==> src/rtl/wb_cmd_master.sv <==
// +--------------------------------------------------------------------------+
// | wb_cmd_master: Wishbone B3 classic single-transaction initiator with     |
// | wait states, retry back-off, bus error and no-response timeout.          |
// | Revision: 1.0                                                            |
// +--------------------------------------------------------------------------+
`default_nettype none

module wb_cmd_master #(
  parameter int WB_AW     = 32,
  parameter int WB_DW     = 32,
  parameter int TIMEOUT   = 255,
  parameter int MAX_RETRY = 3
) (
  input  logic               clk_i,
  input  logic               rst_i,
  input  logic               cmd_valid_i,
  output logic               cmd_ready_o,
  input  logic               cmd_we_i,
  input  logic [WB_AW-1:0]   cmd_adr_i,
  input  logic [WB_DW-1:0]   cmd_dat_i,
  input  logic [WB_DW/8-1:0] cmd_sel_i,
  output logic               rsp_valid_o,
  input  logic               rsp_ready_i,
  output logic [WB_DW-1:0]   rsp_dat_o,
  output logic               rsp_err_o,
  output logic               rsp_tmo_o,
  output logic [WB_AW-1:0]   wb_adr_o,
  output logic [WB_DW-1:0]   wb_dat_o,
  output logic [WB_DW/8-1:0] wb_sel_o,
  output logic               wb_we_o,
  output logic               wb_cyc_o,
  output logic               wb_stb_o,
  input  logic [WB_DW-1:0]   wb_dat_i,
  input  logic               wb_ack_i,
  input  logic               wb_err_i,
  input  logic               wb_rty_i,
  output logic               busy_o
);

  localparam int SW = WB_DW / 8;
  localparam int TW = $clog2(TIMEOUT + 1);
  localparam int RW = (MAX_RETRY > 0) ? $clog2(MAX_RETRY + 1) : 1;
  localparam logic [TW-1:0] TMO_LIMIT = TW'(TIMEOUT);
  localparam logic [RW-1:0] RTY_LIMIT = RW'(MAX_RETRY);

  localparam logic [1:0] S_IDLE    = 2'd0;
  localparam logic [1:0] S_BUS     = 2'd1;
  localparam logic [1:0] S_BACKOFF = 2'd2;
  localparam logic [1:0] S_RESP    = 2'd3;

  logic [1:0]       state_q, state_d;
  logic [TW-1:0]    tcnt_q, tcnt_d;
  logic [RW-1:0]    rcnt_q, rcnt_d;
  logic [WB_AW-1:0] adr_q, adr_d;
  logic [WB_DW-1:0] dat_q, dat_d;
  logic [SW-1:0]    sel_q, sel_d;
  logic             we_q, we_d;
  logic             cyc_q, cyc_d;
  logic [WB_DW-1:0] rdat_q, rdat_d;
  logic             rerr_q, rerr_d;
  logic             rtmo_q, rtmo_d;

  always_ff @(posedge clk_i) begin
    if (rst_i) begin
      state_q <= S_IDLE;
      tcnt_q  <= '0;
      rcnt_q  <= '0;
      adr_q   <= '0;
      dat_q   <= '0;
      sel_q   <= '0;
      we_q    <= 1'b0;
      cyc_q   <= 1'b0;
      rdat_q  <= '0;
      rerr_q  <= 1'b0;
      rtmo_q  <= 1'b0;
    end else begin
      state_q <= state_d;
      tcnt_q  <= tcnt_d;
      rcnt_q  <= rcnt_d;
      adr_q   <= adr_d;
      dat_q   <= dat_d;
      sel_q   <= sel_d;
      we_q    <= we_d;
      cyc_q   <= cyc_d;
      rdat_q  <= rdat_d;
      rerr_q  <= rerr_d;
      rtmo_q  <= rtmo_d;
    end
  end

  // Slave responses are prioritised err > ack > rty > timeout.
  always_comb begin
    state_d = state_q;
    tcnt_d  = tcnt_q;
    rcnt_d  = rcnt_q;
    case (state_q)
      S_IDLE: begin
        if (cmd_valid_i) begin
          state_d = S_BUS;
          tcnt_d  = '0;
          rcnt_d  = '0;
        end
      end
      S_BUS: begin
        if (wb_err_i || wb_ack_i) begin
          state_d = S_RESP;
        end else if (wb_rty_i) begin
          if (rcnt_q < RTY_LIMIT) begin
            rcnt_d  = rcnt_q + 1'b1;
            state_d = S_BACKOFF;
          end else begin
            state_d = S_RESP;
          end
        end else begin
          tcnt_d = tcnt_q + 1'b1;
          if (tcnt_d == TMO_LIMIT) state_d = S_RESP;
        end
      end
      S_BACKOFF: begin
        tcnt_d  = '0;
        state_d = S_BUS;
      end
      S_RESP: begin
        if (rsp_ready_i) state_d = S_IDLE;
      end
      default: state_d = S_IDLE;
    endcase
  end

  always_comb begin
    adr_d  = adr_q;
    dat_d  = dat_q;
    sel_d  = sel_q;
    we_d   = we_q;
    rdat_d = rdat_q;
    rerr_d = rerr_q;
    rtmo_d = rtmo_q;
    if (state_q == S_IDLE && cmd_valid_i) begin
      adr_d = cmd_adr_i;
      dat_d = cmd_dat_i;
      sel_d = cmd_sel_i;
      we_d  = cmd_we_i;
    end
    if (state_q == S_BUS && state_d == S_RESP) begin
      we_d   = 1'b0;
      rdat_d = '0;
      rerr_d = 1'b0;
      rtmo_d = 1'b0;
      if (wb_err_i)       rerr_d = 1'b1;
      else if (wb_ack_i)  rdat_d = we_q ? '0 : wb_dat_i;
      else if (wb_rty_i)  rerr_d = 1'b1;
      else                rtmo_d = 1'b1;
    end
    if (state_q == S_RESP && rsp_ready_i) begin
      rdat_d = '0;
      rerr_d = 1'b0;
      rtmo_d = 1'b0;
    end
  end

  assign cyc_d       = (state_d == S_BUS);
  assign cmd_ready_o = (state_q == S_IDLE) && !rst_i;
  assign rsp_valid_o = (state_q == S_RESP);
  assign busy_o      = (state_q != S_IDLE);
  assign rsp_dat_o   = rdat_q;
  assign rsp_err_o   = rerr_q;
  assign rsp_tmo_o   = rtmo_q;
  assign wb_adr_o    = adr_q;
  assign wb_dat_o    = dat_q;
  assign wb_sel_o    = sel_q;
  assign wb_we_o     = we_q;
  assign wb_cyc_o    = cyc_q;
  assign wb_stb_o    = cyc_q;

endmodule

`default_nettype wire

==> config.mk <==
export PLATFORM = sky130hd
export DESIGN_NAME = wb_cmd_master
export DESIGN_NICKNAME = d
export VERILOG_FILES = /design/src/rtl/wb_cmd_master.sv
export SDC_FILE = /design/constraint.sdc
export NUM_CORES = 1
export LEC_CHECK = 0
export ABC_AREA = 1
export BUFFER_PORTS_ARGS = -buffer_cell sky130_fd_sc_hd__buf_2
export CAP_MARGIN = 20
export CELL_PAD_IN_SITES_DETAIL_PLACEMENT = 0
export CELL_PAD_IN_SITES_GLOBAL_PLACEMENT = 1
export CORE_UTILIZATION = 32
export CTS_CLUSTER_DIAMETER = 40
export CTS_CLUSTER_SIZE = 20
export DETAILED_ROUTE_END_ITERATION = 8
export PLACE_DENSITY = 0.77
export SLEW_MARGIN = 20
export SYNTH_ARGS = -nofsm -noshare
export SYNTH_HDL_FRONTEND = slang
export SYNTH_SLANG_ARGS = --single-unit
==> constraint.sdc <==
create_clock -name clk_i -period 1.9 [get_ports clk_i]
set_input_delay 0.38 -clock clk_i [delete_from_list [all_inputs] [get_ports clk_i]]
set_output_delay 0.38 -clock clk_i [all_outputs]
set_load 0.02 [all_outputs]
======== After elaboration in Yosys (flattened, before gate mapping) ========
Cells that the tools add are included.
operators by class
  $lt $le $gt $ge ......................... 1
  multiplexer cells ....................... 25
  reduce and logical (&&, ||, !) cells .... 14
  $add $sub $neg .......................... 2
  equal/unequal tests ..................... 11
operators with widths
  kind                   count
  $mux W32               3
  $mux W8                3
  $pmux W8 S3            1
  $mux W2                9
  $ne A2 B2 Y1 const B   5
  $add A8 B1 Y8 const B  1
  $eq A8 B8 Y1 const B   1
  $pmux W2 S4            1
  $mux W1                7
  $eq A2 B2 Y1 const B   3
  $reduce_and A5 Y1      1
  $eq A2 B1 Y1 const B   2
  $logic_and A1 B1 Y1    4
  $pmux W2 S2            1
  $reduce_and A4 Y1      1
  $reduce_bool A2 Y1     2
  $reduce_or A2 Y1       2
  $reduce_bool A3 Y1     1
  $add A2 B1 Y2 const B  1
  $logic_not A2 Y1       1
  $lt A2 B2 Y1 const B   1
  $logic_not A1 Y1       1
  $logic_or A1 B1 Y1     1
word-level totals
  input port bits ......................... 108
  output and inout port bits .............. 108
  register bits ........................... 116
  word-level logic and storage cells ...... 64

======== Depth between registers and ports, before layout ========
  word-level depth ........................ 9
  mapped depth ............................ 14
  depth with buffers taken out ............ 13

======== Worst setup path before layout ========
Ideal clock, no wire load.
  path type ............................... register -> register
  start ................................... register tcnt_q[0]
  end ..................................... register rdat_q[19] (netlist: rsp_dat_o[19])
  data required time ...................... 1787 ps
  data arrival time ....................... 1579 ps
  slack ................................... 209 ps
  buffers on the path ..................... 1
  library setup time ...................... 113 ps
  period minus slack after synthesis ...... 1691 ps
  cell stages (with the launch flop) ...... 12
  path through ............................ dfxtp_1 -> ha_1 -> nand3_1 -> o21bai_1 -> nand2_1 -> nor2_1 -> nand2_1 -> nand2_4 -> nand3_4 -> buf_6 -> nor2_1 -> nor2_1
on the way
  cells in the longest elaborated chain, start to end .. 8
ends and longest elaborated chain
  what                    RTL line  RTL
  start, declared         52        logic [TW-1:0] tcnt_q, tcnt_d;
  start signal, assigned  78        tcnt_q <= tcnt_d;
  $add A8 B1 Y8           115       tcnt_d = tcnt_q + 1'b1;
  $eq A8 B8 Y1            116       if (tcnt_d == TMO_LIMIT) state_d = S_RESP;
  $mux W2                 116
  $mux W2                 107       end else if (wb_rty_i) begin
  $mux W2                 105       if (wb_err_i || wb_ack_i) begin
  $pmux W2 S4             96        case (state_q)
  $eq A2 B2 Y1            144       if (state_q == S_BUS && state_d == S_RESP) begin
  $logic_and A1 B1 Y1     144
  end signal, assigned    85        rdat_q <= rdat_d;
  end, declared           59        logic [WB_DW-1:0] rdat_q, rdat_d;
Every way passes these cells.
A chain may end at the register's enable or synchronous reset.

======== Worst setup path after layout ========
  start ................................... register tcnt_q[0]
  end ..................................... register rdat_q[4] (netlist: rsp_dat_o[4])
The elaborated chain is that of the path after synthesis.

==> run_results.csv <==
group,metric,value,unit
worst_setup_path,worst_setup_path_end_kind,"flop",
timing,slew_viol_final,0,
synthesis,synth_area,0.00486,mm2
synthesis,syn_avg_cell_area,6.83,um2
drt,drtIter0Drc,310,
global_route,overflow,0,
die,rows,44,
finish,final_cell_area,0.00680,mm2
synthesis,syn-instance-count,712,
finish,fin_nets,1032,
clock_network,htree_levels,4,
finish,layout-drive-gt1-share,29.6,%
clock_network,cts_tree,"built",
timing,worstMarginPinSlew,0.657,ns
placed_design,place_ws,0.0241,ns
status,outcome,"complete, but fails checks",
status,failed_checks,"design-rule violations",
worst_setup_path,worst_ep_arrival_time,2.02,ns
pwr,p_sw,2.17,mW
placed_design,io_buffers,215,
synthesis,ys.warnings.count,0,
clock_network,cts_root_buf,"clkbuf_16",
die,die_x,125,um
finish,areaGrowthSynthToFinish,39.8,%
timing,clock_skew,0.00972,ns
clock_network,cts.clk_slew.worst_paths,0.06,ns
synthesis,synth-edff-count,0,
synthesis,ys_seq_elements,116,
timing,setup_viol,0,
timing,rsz0062_at_grt,"yes",
die,die_h,125,um
drt,avgViaCountPerCell,4.41,
die,die_area,0.0157,mm2
pwr,p_per_area,1050,mW/mm2
drt,vias,4933,
worst_setup_path,start_kind,"flop",
timing,final.min_clock_period,1.71,ns
pwr,peakVddDrop,0.000703,V
drt,dr.pass1.iters,7,
worst_setup_path,cp_max_fo,31,
pwr,cell_internal_pwr,4.97,mW
pwr,sequentialPowerShare,38.8,%
finish,diodes,0,
die,core_area,0.0147,mm2
timing,fin_crit_sh,90.2,%
synthesis,ys_types,26,
pwr,p_sw_share,30.4,%
clock_network,clock_latency,0.41,ns
global_route,grt_util_all_layers,18.5,%
min_path,hold_class,"in2reg",
global_route,grt_pass1_vias,4683,
synthesis,synthFlopType,"dfxtp_1",
die,pin_count,216,
clock_network,cts_buffers,17,
drt,drc_errors,9,
clock_network,hold_buffers,0,
placed_design,place_area,0.00618,mm2
drt,drt_wl_total,14.2,mm
pwr,clkPwrFrac,42.4,%
drt,wl_per_cell,12.7,um
pwr,cellLeakagePower,3.59,nW
placed_design,hpwl,9.57,mm
run,drv_cap,0,
finish,final_cell_mix,"buf_2, nor2_1, nand2_1",
finish,final_common_cell,"buf_2",
finish,finalNonFillerCells,1118,
placed_design,dp_cells,1084,
global_route,antenna_found_initial,1,
worst_setup_path,critPathRequiredTime,2.21,ns
synthesis,seq_area_frac_synth,47.7,%
drt,postRouteAntennaNets,0,
die,start_util,33.1,%
clock_network,clockBufferDepth,2,
global_route,grt_pass1_wl,23.0,mm
synthesis,synth_fp_nets,823,
timing,hold_viol_final,0,
worst_setup_path,criticalPathCategory,"reg2reg",
clock_network,cts.sinks,116,
timing,fmax,584,MHz
pwr,share_comb_of_total_power,18.8,%
global_route,grt_max_degree,74,
placed_design,routabilityCongestion,0.789,
timing,slew_headroom,56.2,%
finish,fill_cells,1545,
timing,tns,0,ns
synthesis,async_reset_ff_share,0,%
timing,fin_ws,0.187,ns
==> state kept, by name (all words and copies together) (netlist names) <==
signal,cells
wb_dat_o,32
rsp_dat_o,32
wb_cyc_o,1
wb_we_o,1
tcnt_q,8
wb_adr_o,32
rcnt_q,2
rsp_err_o,1
wb_sel_o,4
rsp_tmo_o,1
state_q,2
==> cells by family after synthesis <==
kind of cell | synth area share [%]
AO/OA/AOI/OAI | 9.59
flip-flops | 47.7
buffers and inverters | 11.1
adder cells (fa/ha/maj) | 0.772
AND/OR/NAND/NOR | 30.8
==> worst paths after layout <==
kind / from / to / slack, ns / depth (start not counted)
setup / recovery: tcnt_q[0] / rsp_dat_o[4] / 0.19 / 11
hold / removal: cmd_adr_i[29] / wb_adr_o[29] / 0.18 / 3
setup reg to reg: tcnt_q[0] / rsp_dat_o[4] / 0.19 / 11
hold reg to reg: rsp_tmo_o / rsp_tmo_o / 0.45 / 2
==> stage by stage <==
step                      power (mW)  hold slack (ns)  util, %
after floorplan                 3.65            0.438        -
after global placement          4.17            0.441     42.0
after detailed placement        4.17            0.445     42.0
after CTS                       7.25            0.164     45.9
after global routing            7.52            0.178     46.3
final                           7.14            0.182     46.3
==> routing by layer <==
layer  up-vias  GRT usage, %  routed length [um]
met5         -             0                  12
met4         2          6.03                 140
met3        11          8.30                1430
met2       164          30.1                6470
met1      2147          21.8                6130
li1       2609             -                   -
==> timing repair <==
item | 4_1_cts | 5_1_grt
setup endpoints to repair | 0 | 37
gates resized for setup | 0 | 12
buffers inserted | 0 | 2
==> cells in the mapped netlist, types with 2 or more instances <==
| library cell | instances | area [um2] |
|---|---|---|
| nor2_1 | 200 | 751 |
| nand2_1 | 129 | 484 |
| dfxtp_1 | 116 | 2320 |
| inv_1 | 91 | 342 |
| o21ai_0 | 72 | 360 |
| nand4_1 | 28 | 175 |
| clkbuf_1 | 27 | 101 |
| a21oi_1 | 9 | 45.0 |
| nand3_1 | 8 | 40.0 |
| buf_1 | 5 | 18.8 |
| buf_6 | 4 | 45.0 |
| buf_2 | 3 | 15.0 |
| ha_1 | 3 | 37.5 |
| o211ai_1 | 3 | 22.5 |
| inv_2 | 2 | 7.51 |
| o21bai_1 | 2 | 15.0 |
==> final cells by class <==
cell class	instances	area (um2)	area share, %
multi-input cells	462	2030	29.9
inverters	94	353	5.19
well taps	184	230	3.39
clock inverters	14	130	1.91
clock buffers	18	439	6.46
flip-flops and latches	116	2330	34.3
repair buffers	230	1280	18.8
==> power groups by stage <==
stage                     Combinational, mW  Clock [mW]  Sequential (mW)
after global placement                 1.36           0             2.81
after CTS                              1.36        3.13             2.77
after global routing                   1.50        3.23             2.80
after floorplan                       0.575           0             3.08
final                                  1.34        3.03             2.77
after detailed placement               1.35           0             2.81
==> critical path: stages (launching register included) <==
cell and delay [ns]:
dfxtp_4 0.37, ha_4 0.15, nand3_1 0.11, o21bai_1 0.19
nand2_1 0.07, nor2_1 0.09, nand2_1 0.09, nand2_4 0.10
nand3_4 0.09, buf_12 0.18, nor2_1 0.11, nor2_1 0.05
No activity file was read; power rests on OpenSTA's default activity.
